--- src/rtl/rob_pkg.sv ---
// Shared widths and the entry record for the reorder buffer.
package rob_pkg;

  localparam int unsigned DATA_W = 16;
  localparam int unsigned REG_W  = 3;
  localparam int unsigned TAG_W  = 3;
  localparam int unsigned DEPTH  = 1 << TAG_W;
  localparam int unsigned BP_W   = 2;

  // One in-flight instruction awaiting in-order retirement.
  typedef struct packed {
    logic              valid;
    logic              done;
    logic [REG_W-1:0]  dest_reg;
    logic              we;
    logic [DATA_W-1:0] result;
    logic [BP_W-1:0]   bp;
  } rob_entry_t;

endpackage

--- src/rtl/rob_ptr.sv ---
// Wrapping ring pointer for the reorder buffer head/tail.
// Ports:
//   clk   - clock
//   i_rst - synchronous active-high reset to 0
//   i_clr - synchronous clear to 0 (flush)
//   i_inc - advance by one, wrapping at 2**W
//   o_ptr - current pointer value
module rob_ptr #(
  parameter int unsigned W = rob_pkg::TAG_W
) (
  input  logic         clk,
  input  logic         i_rst,
  input  logic         i_clr,
  input  logic         i_inc,
  output logic [W-1:0] o_ptr
);

  logic [W-1:0] r_ptr;

  always_ff @(posedge clk) begin
    if (i_rst || i_clr) begin
      r_ptr <= '0;
    end else if (i_inc) begin
      r_ptr <= r_ptr + W'(1);
    end
  end

  assign o_ptr = r_ptr;

endmodule

--- src/rtl/reorder_buffer.sv ---
// 8-entry in-order reorder buffer behind the write-back stage.
// Entries are allocated in program order, completed out of order by
// write-back (indexed by ROB tag), and retired in order as register-file
// writes.
// Ports:
//   clk, reset, flush                      - clock, sync reset, discard all
//   alloc_valid/destReg/we, alloc_ready/tag - allocation handshake
//   wb_valid/tag/result/bp                 - write-back completion
//   commit_valid/we/destReg/result/bp/tag  - combinational retire port
//   count, empty, full                     - occupancy
module reorder_buffer #(
  parameter int unsigned DATA_W = rob_pkg::DATA_W,
  parameter int unsigned REG_W  = rob_pkg::REG_W,
  parameter int unsigned TAG_W  = rob_pkg::TAG_W
) (
  input  logic              clk,
  input  logic              reset,
  input  logic              flush,
  input  logic              alloc_valid,
  input  logic [REG_W-1:0]  alloc_destReg,
  input  logic              alloc_we,
  output logic              alloc_ready,
  output logic [TAG_W-1:0]  alloc_tag,
  input  logic              wb_valid,
  input  logic [TAG_W-1:0]  wb_tag,
  input  logic [DATA_W-1:0] wb_result,
  input  logic [1:0]        wb_bp,
  output logic              commit_valid,
  output logic              commit_we,
  output logic [REG_W-1:0]  commit_destReg,
  output logic [DATA_W-1:0] commit_result,
  output logic [1:0]        commit_bp,
  output logic [TAG_W-1:0]  commit_tag,
  output logic [TAG_W:0]    count,
  output logic              empty,
  output logic              full
);

  import rob_pkg::*;

  localparam int unsigned CNT_W     = TAG_W + 1;
  localparam int unsigned N_ENTRIES = 1 << TAG_W;

  rob_entry_t       r_entries [N_ENTRIES];
  logic [CNT_W-1:0] r_count;

  logic [TAG_W-1:0] w_head;
  logic [TAG_W-1:0] w_tail;
  rob_entry_t       w_head_entry;
  logic             w_alloc;
  logic             w_wb;
  logic             w_commit;

  assign w_head_entry = r_entries[w_head];

  // Ready comes only from the registered count, so a same-cycle commit
  // never opens a slot for a same-cycle allocation.
  assign alloc_ready = (r_count != CNT_W'(N_ENTRIES));

  assign w_alloc  = alloc_valid & alloc_ready & ~flush & ~reset;
  assign w_wb     = wb_valid & r_entries[wb_tag].valid & ~flush & ~reset;
  assign w_commit = w_head_entry.valid & w_head_entry.done & ~flush & ~reset;

  rob_ptr #(.W(TAG_W)) u_head (
    .clk   (clk),
    .i_rst (reset),
    .i_clr (flush),
    .i_inc (w_commit),
    .o_ptr (w_head)
  );

  rob_ptr #(.W(TAG_W)) u_tail (
    .clk   (clk),
    .i_rst (reset),
    .i_clr (flush),
    .i_inc (w_alloc),
    .o_ptr (w_tail)
  );

  // Entry array. Write-back never hits the tail slot while an allocation
  // is possible (that slot is invalid unless full), and commit clears
  // valid last so a late write-back to the retiring head is harmless.
  always_ff @(posedge clk) begin
    if (reset) begin
      for (int i = 0; i < N_ENTRIES; i++) begin
        r_entries[TAG_W'(i)] <= '0;
      end
    end else if (flush) begin
      for (int i = 0; i < N_ENTRIES; i++) begin
        r_entries[TAG_W'(i)].valid <= 1'b0;
        r_entries[TAG_W'(i)].done  <= 1'b0;
      end
    end else begin
      if (w_wb) begin
        r_entries[wb_tag].done   <= 1'b1;
        r_entries[wb_tag].result <= wb_result;
        r_entries[wb_tag].bp     <= wb_bp;
      end
      if (w_alloc) begin
        r_entries[w_tail].valid    <= 1'b1;
        r_entries[w_tail].done     <= 1'b0;
        r_entries[w_tail].dest_reg <= alloc_destReg;
        r_entries[w_tail].we       <= alloc_we;
      end
      if (w_commit) begin
        r_entries[w_head].valid <= 1'b0;
      end
    end
  end

  // Occupancy counter.
  always_ff @(posedge clk) begin
    if (reset || flush) begin
      r_count <= '0;
    end else if (w_alloc && !w_commit) begin
      r_count <= r_count + CNT_W'(1);
    end else if (!w_alloc && w_commit) begin
      r_count <= r_count - CNT_W'(1);
    end
  end

  assign alloc_tag      = w_tail;
  assign commit_valid   = w_commit;
  assign commit_we      = w_commit & w_head_entry.we;
  assign commit_destReg = w_head_entry.dest_reg;
  assign commit_result  = w_head_entry.result;
  assign commit_bp      = w_head_entry.bp;
  assign commit_tag     = w_head;
  assign count          = r_count;
  assign empty          = (r_count == '0);
  assign full           = ~alloc_ready;

endmodule

--- config.mk ---
export PLATFORM = sky130hd
export DESIGN_NAME = reorder_buffer
export DESIGN_NICKNAME = d
export VERILOG_FILES = /design/src/rtl/rob_pkg.sv /design/src/rtl/rob_ptr.sv /design/src/rtl/reorder_buffer.sv
export SDC_FILE = /design/constraint.sdc
export NUM_CORES = 1
export LEC_CHECK = 0
export CORE_MARGIN = 2
export CORE_UTILIZATION = 45
export CTS_CLUSTER_DIAMETER = 80
export CTS_CLUSTER_SIZE = 20
export DETAILED_ROUTE_END_ITERATION = 12
export PLACE_DENSITY_LB_ADDON = 0.12
export SLEW_MARGIN = 20
export SYNTH_ARGS = -nofsm -noshare
export SYNTH_HDL_FRONTEND = slang
export SYNTH_SLANG_ARGS = --single-unit
--- constraint.sdc ---
create_clock -name clk -period 3 [get_ports clk]
set_input_delay 0.75 -clock clk [delete_from_list [all_inputs] [get_ports clk]]
set_output_delay 0.75 -clock clk [all_outputs]
set_load 0.005 [all_outputs]
==> impl_metrics.env <==
export IMPL_status="completed"
export IMPL_worstPathRequired_ns=2.25
export IMPL_wl_met2_mm=11.1
export IMPL_grt_start_max_net_pins=23
export IMPL_drive_gt1_share_pct=24.9
export IMPL_drc=0
export IMPL_yosys_warnings=0
export IMPL_routed_top_layer="met4"
export IMPL_slew_headroom_pct=54.4
export IMPL_yosysMostFrequentCell="and2_1"
export IMPL_dieArea_mm2=0.0222
export IMPL_place_gp_congestion=0.787
export IMPL_cp_cell_sequence="buf_4 -> clkbuf_16 -> mux4_2 -> mux2_4 -> dlygate4sd2_1"
export IMPL_power_density_mw_per_mm2=467
export IMPL_fp_dieH_um=149
export IMPL_max_freq_mhz=335
export IMPL_wl_met1_mm=9.38
export IMPL_ir_worst_vdd_v=0.000274
export IMPL_synth_area_top_cells="edfxtp_1, and2_1, mux4_2"
export IMPL_min_period_ns=2.98
export IMPL_worstRegToRegCells=12
export IMPL_fin_skew_ns=0.00988
export IMPL_wl_met3_um=959
export IMPL_grt_use_total_pct=20.1
export IMPL_syn_num_nets=688
export IMPL_crit_arrival_ns=2.23
export IMPL_min_path_type="reg2reg"
export IMPL_worst_path_max_fanout=6
export IMPL_core_mm2=0.0208
export IMPL_holdPathEnd="count[3]$_SDFFE_PP0P_"
export IMPL_htreeDepth=1
export IMPL_cts_hold_buf=0
export IMPL_setup_slack_ns=0.0155
export IMPL_hpwl_mm=13.3
export IMPL_overflow=0
export IMPL_nets=792
export IMPL_post_drt_wl_per_cell_um=21.0
export IMPL_die_w_um=149
export IMPL_cts_root_buffer="clkbuf_16"
export IMPL_synth_enable_flop_cells=176
export IMPL_clockBufferDepth=3
export IMPL_syn_avg_cell_area_um2=14.5
export IMPL_fillCellCount=1754
export IMPL_synth_main_ff_cell="edfxtp_1"
export IMPL_syn2layout_area_growth_pct=20.7
export IMPL_worstSetupEndpointType="output port"
export IMPL_drt_wl_total_mm=21.8
export IMPL_tritoncts="built"
export IMPL_fin_total_pwr_mw=5.34
export IMPL_synth_top_cell_by_area="edfxtp_1"
export IMPL_hp_start="count[3]$_SDFFE_PP0P_"
export IMPL_worstMarginPinSlew_ns=0.683
export IMPL_io_pin_count=66
export IMPL_synth_top_family_by_area="simple AND/OR/NAND/NOR gates"
export IMPL_async_flop_share_pct=0
export IMPL_synth_cell_types=47
export IMPL_p_leak_nw=4.30
export IMPL_rows=53
export IMPL_grt_pass1_wl_mm=33.5
export IMPL_grt_pass1_vias=5851
export IMPL_max_cap_viol_count=0
export IMPL_antenna_left=0
export IMPL_final_setup_viol_count=0
export IMPL_synth_top_cells_by_count="and2_1, edfxtp_1, mux4_2"
export IMPL_dr_pass1_iters=4
export IMPL_grt_setup_unrepaired="true"
export IMPL_synth_compound_area_share_pct=2.23
export IMPL_slowest_delay_ns=0.49
export IMPL_synth_mux_area_share_pct=14.9
export IMPL_rr_endpoint="count[3]$_SDFFE_PP0P_"
export IMPL_reg2reg_slack_ns=0.10
export IMPL_n_antenna_cell=0
export IMPL_path_buf_inv=3
export IMPL_dp_slack_ns=-0.319
export IMPL_synth_yosys_seq_area_share_pct=61.9
export IMPL_cts_sinks=205
export IMPL_initialDrtViolationCount=373
export IMPL_cts_buffers=14
export IMPL_slew_violations=0
export IMPL_num_vias=5583
export IMPL_clkTransAtPathRegs_ns=0.08
export IMPL_postSynthCellCount=652
export IMPL_criticalPathCategory="reg2out"
export IMPL_grt_antenna_before_repair=0
export IMPL_ys_ff_latch=205
export IMPL_yosys_area_share_simple_pct=17.8
export IMPL_synth_xor_area_share_pct=0.370
export IMPL_synth_area_mm2=0.00947
export IMPL_yosys_area_share_adder_pct=0.872
export IMPL_min_path_cells=2
export IMPL_clkLatencyLatePin_ns=0.47
export IMPL_startpoint_type="register"
export IMPL_critPathTopFamily="multiplexers"
export IMPL_finalHoldViolations=0
export IMPL_start_util_pct=45.5
export IMPL_synth_top_cell_area_share_pct=55.8
export IMPL_fin_util_pct=54.9
export IMPL_cp_slowest_cell="mux4_2"
export IMPL_post_route_period_util_pct=99.5
export IMPL_portBuffers=65
export IMPL_via_per_inst=5.38
worst max path at each step:
stage / startpoint / to / slack, ns / depth (start not counted)
finish: register / commit_result[13] / 0.02 / 5
global route: register / commit_result[15] / -0.04 / 5
CTS: register / commit_result[1] / -0.04 / 6
detailed placement: reset / commit_we / -0.32 / 6
global placement: reset / commit_we / -0.24 / 6
floorplan: reset / count[3]$_SDFFE_PP0P_ / 0.29 / 10
cell usage in the layout (no fill, tap or decap), types with 6 or more instances in the layout:
cell,instances
mux2i_1,8
clkbuf_16,16
nand2_1,20
buf_12,9
and2_1,183
clkdlybuf4s50_1,41
edfxtp_1,176
clkbuf_2,8
a21oi_1,10
a31oi_1,6
or2_2,17
dlygate4sd2_1,15
buf_4,43
mux4_2,48
mux2_2,17
dfxtp_1,25
nor2_1,23
and3_1,6
sequential cells by signal, summed over array words and instances, names as in the netlist, named ones only:
register and cells:
r_entries 192, count 4, u_head.o_ptr 3, u_tail.o_ptr 3
per-layer routing:
| layer | vias to the layer above | GRT usage, % |
|---|---|---|
| li1 | 2592 | - |
| met1 | 2845 | 26.9 |
| met2 | 127 | 35.3 |
| met3 | 19 | 2.42 |
| met4 | 0 | 4.38 |
| met5 | - | 0 |
report_power, final:
part | total [mW] | switching, mW | internal [mW]
combinational | 0.278 | 0.147 | 0.131
sequential | 3.19 | 0.0281 | 3.16
clock | 1.87 | 0.937 | 0.930
total | 5.34 | 1.11 | 4.22
what timing repair did:
action | in CTS | in global routing
endpoints found under the hold margin | 0 | 0
setup endpoints to repair | 24 | 22
gates cloned | 4 | 1
resized for setup | 47 | 17
setup buffers | 12 | 5
pin swaps | 2 | 4
cells by family (layout without fill, tap and decap cells):
group / after synthesis / after routing
xor+xnor: 4 / 4
flops: 205 / 205
fa+ha+maj: 6 / 6
compound gates: 30 / 30
simple gates: 283 / 283
buf+inv: 46 / 156
mux: 78 / 78
layout make-up:
cell class / count / area, um2 / area share [%]
clock buffers: 20 / 394 / 3.45
well taps: 275 / 344 / 3.01
flip-flops and latches: 205 / 5870 / 51.4
inverters: 6 / 25.0 / 0.219
multi-input cells: 401 / 3460 / 30.3
clock inverters: 2 / 17.5 / 0.153
repair buffers: 128 / 1320 / 11.5
metrics by stage:
step / TNS (ns) / hold WS [ns] / cells / cell area, um2
after detailed placement: -1.04 / 0.513 / 993 / 10700
after global routing: -0.280 / 0.568 / 1037 / 11400
after global placement: -0.680 / 0.497 / 993 / 10700
after floorplan: 0 / 0.473 / 652 / 9470
after CTS: -0.0897 / 0.533 / 1031 / 11400
final: 0 / 0.522 / 1037 / 11400
tightest hold or removal path, cell delays in order (launching register included):
cell and delay, ns:
dfxtp_1 0.35, nand2_1 0.07, mux2i_1 0.06
Note: power is estimated with default switching activity, not from simulation.
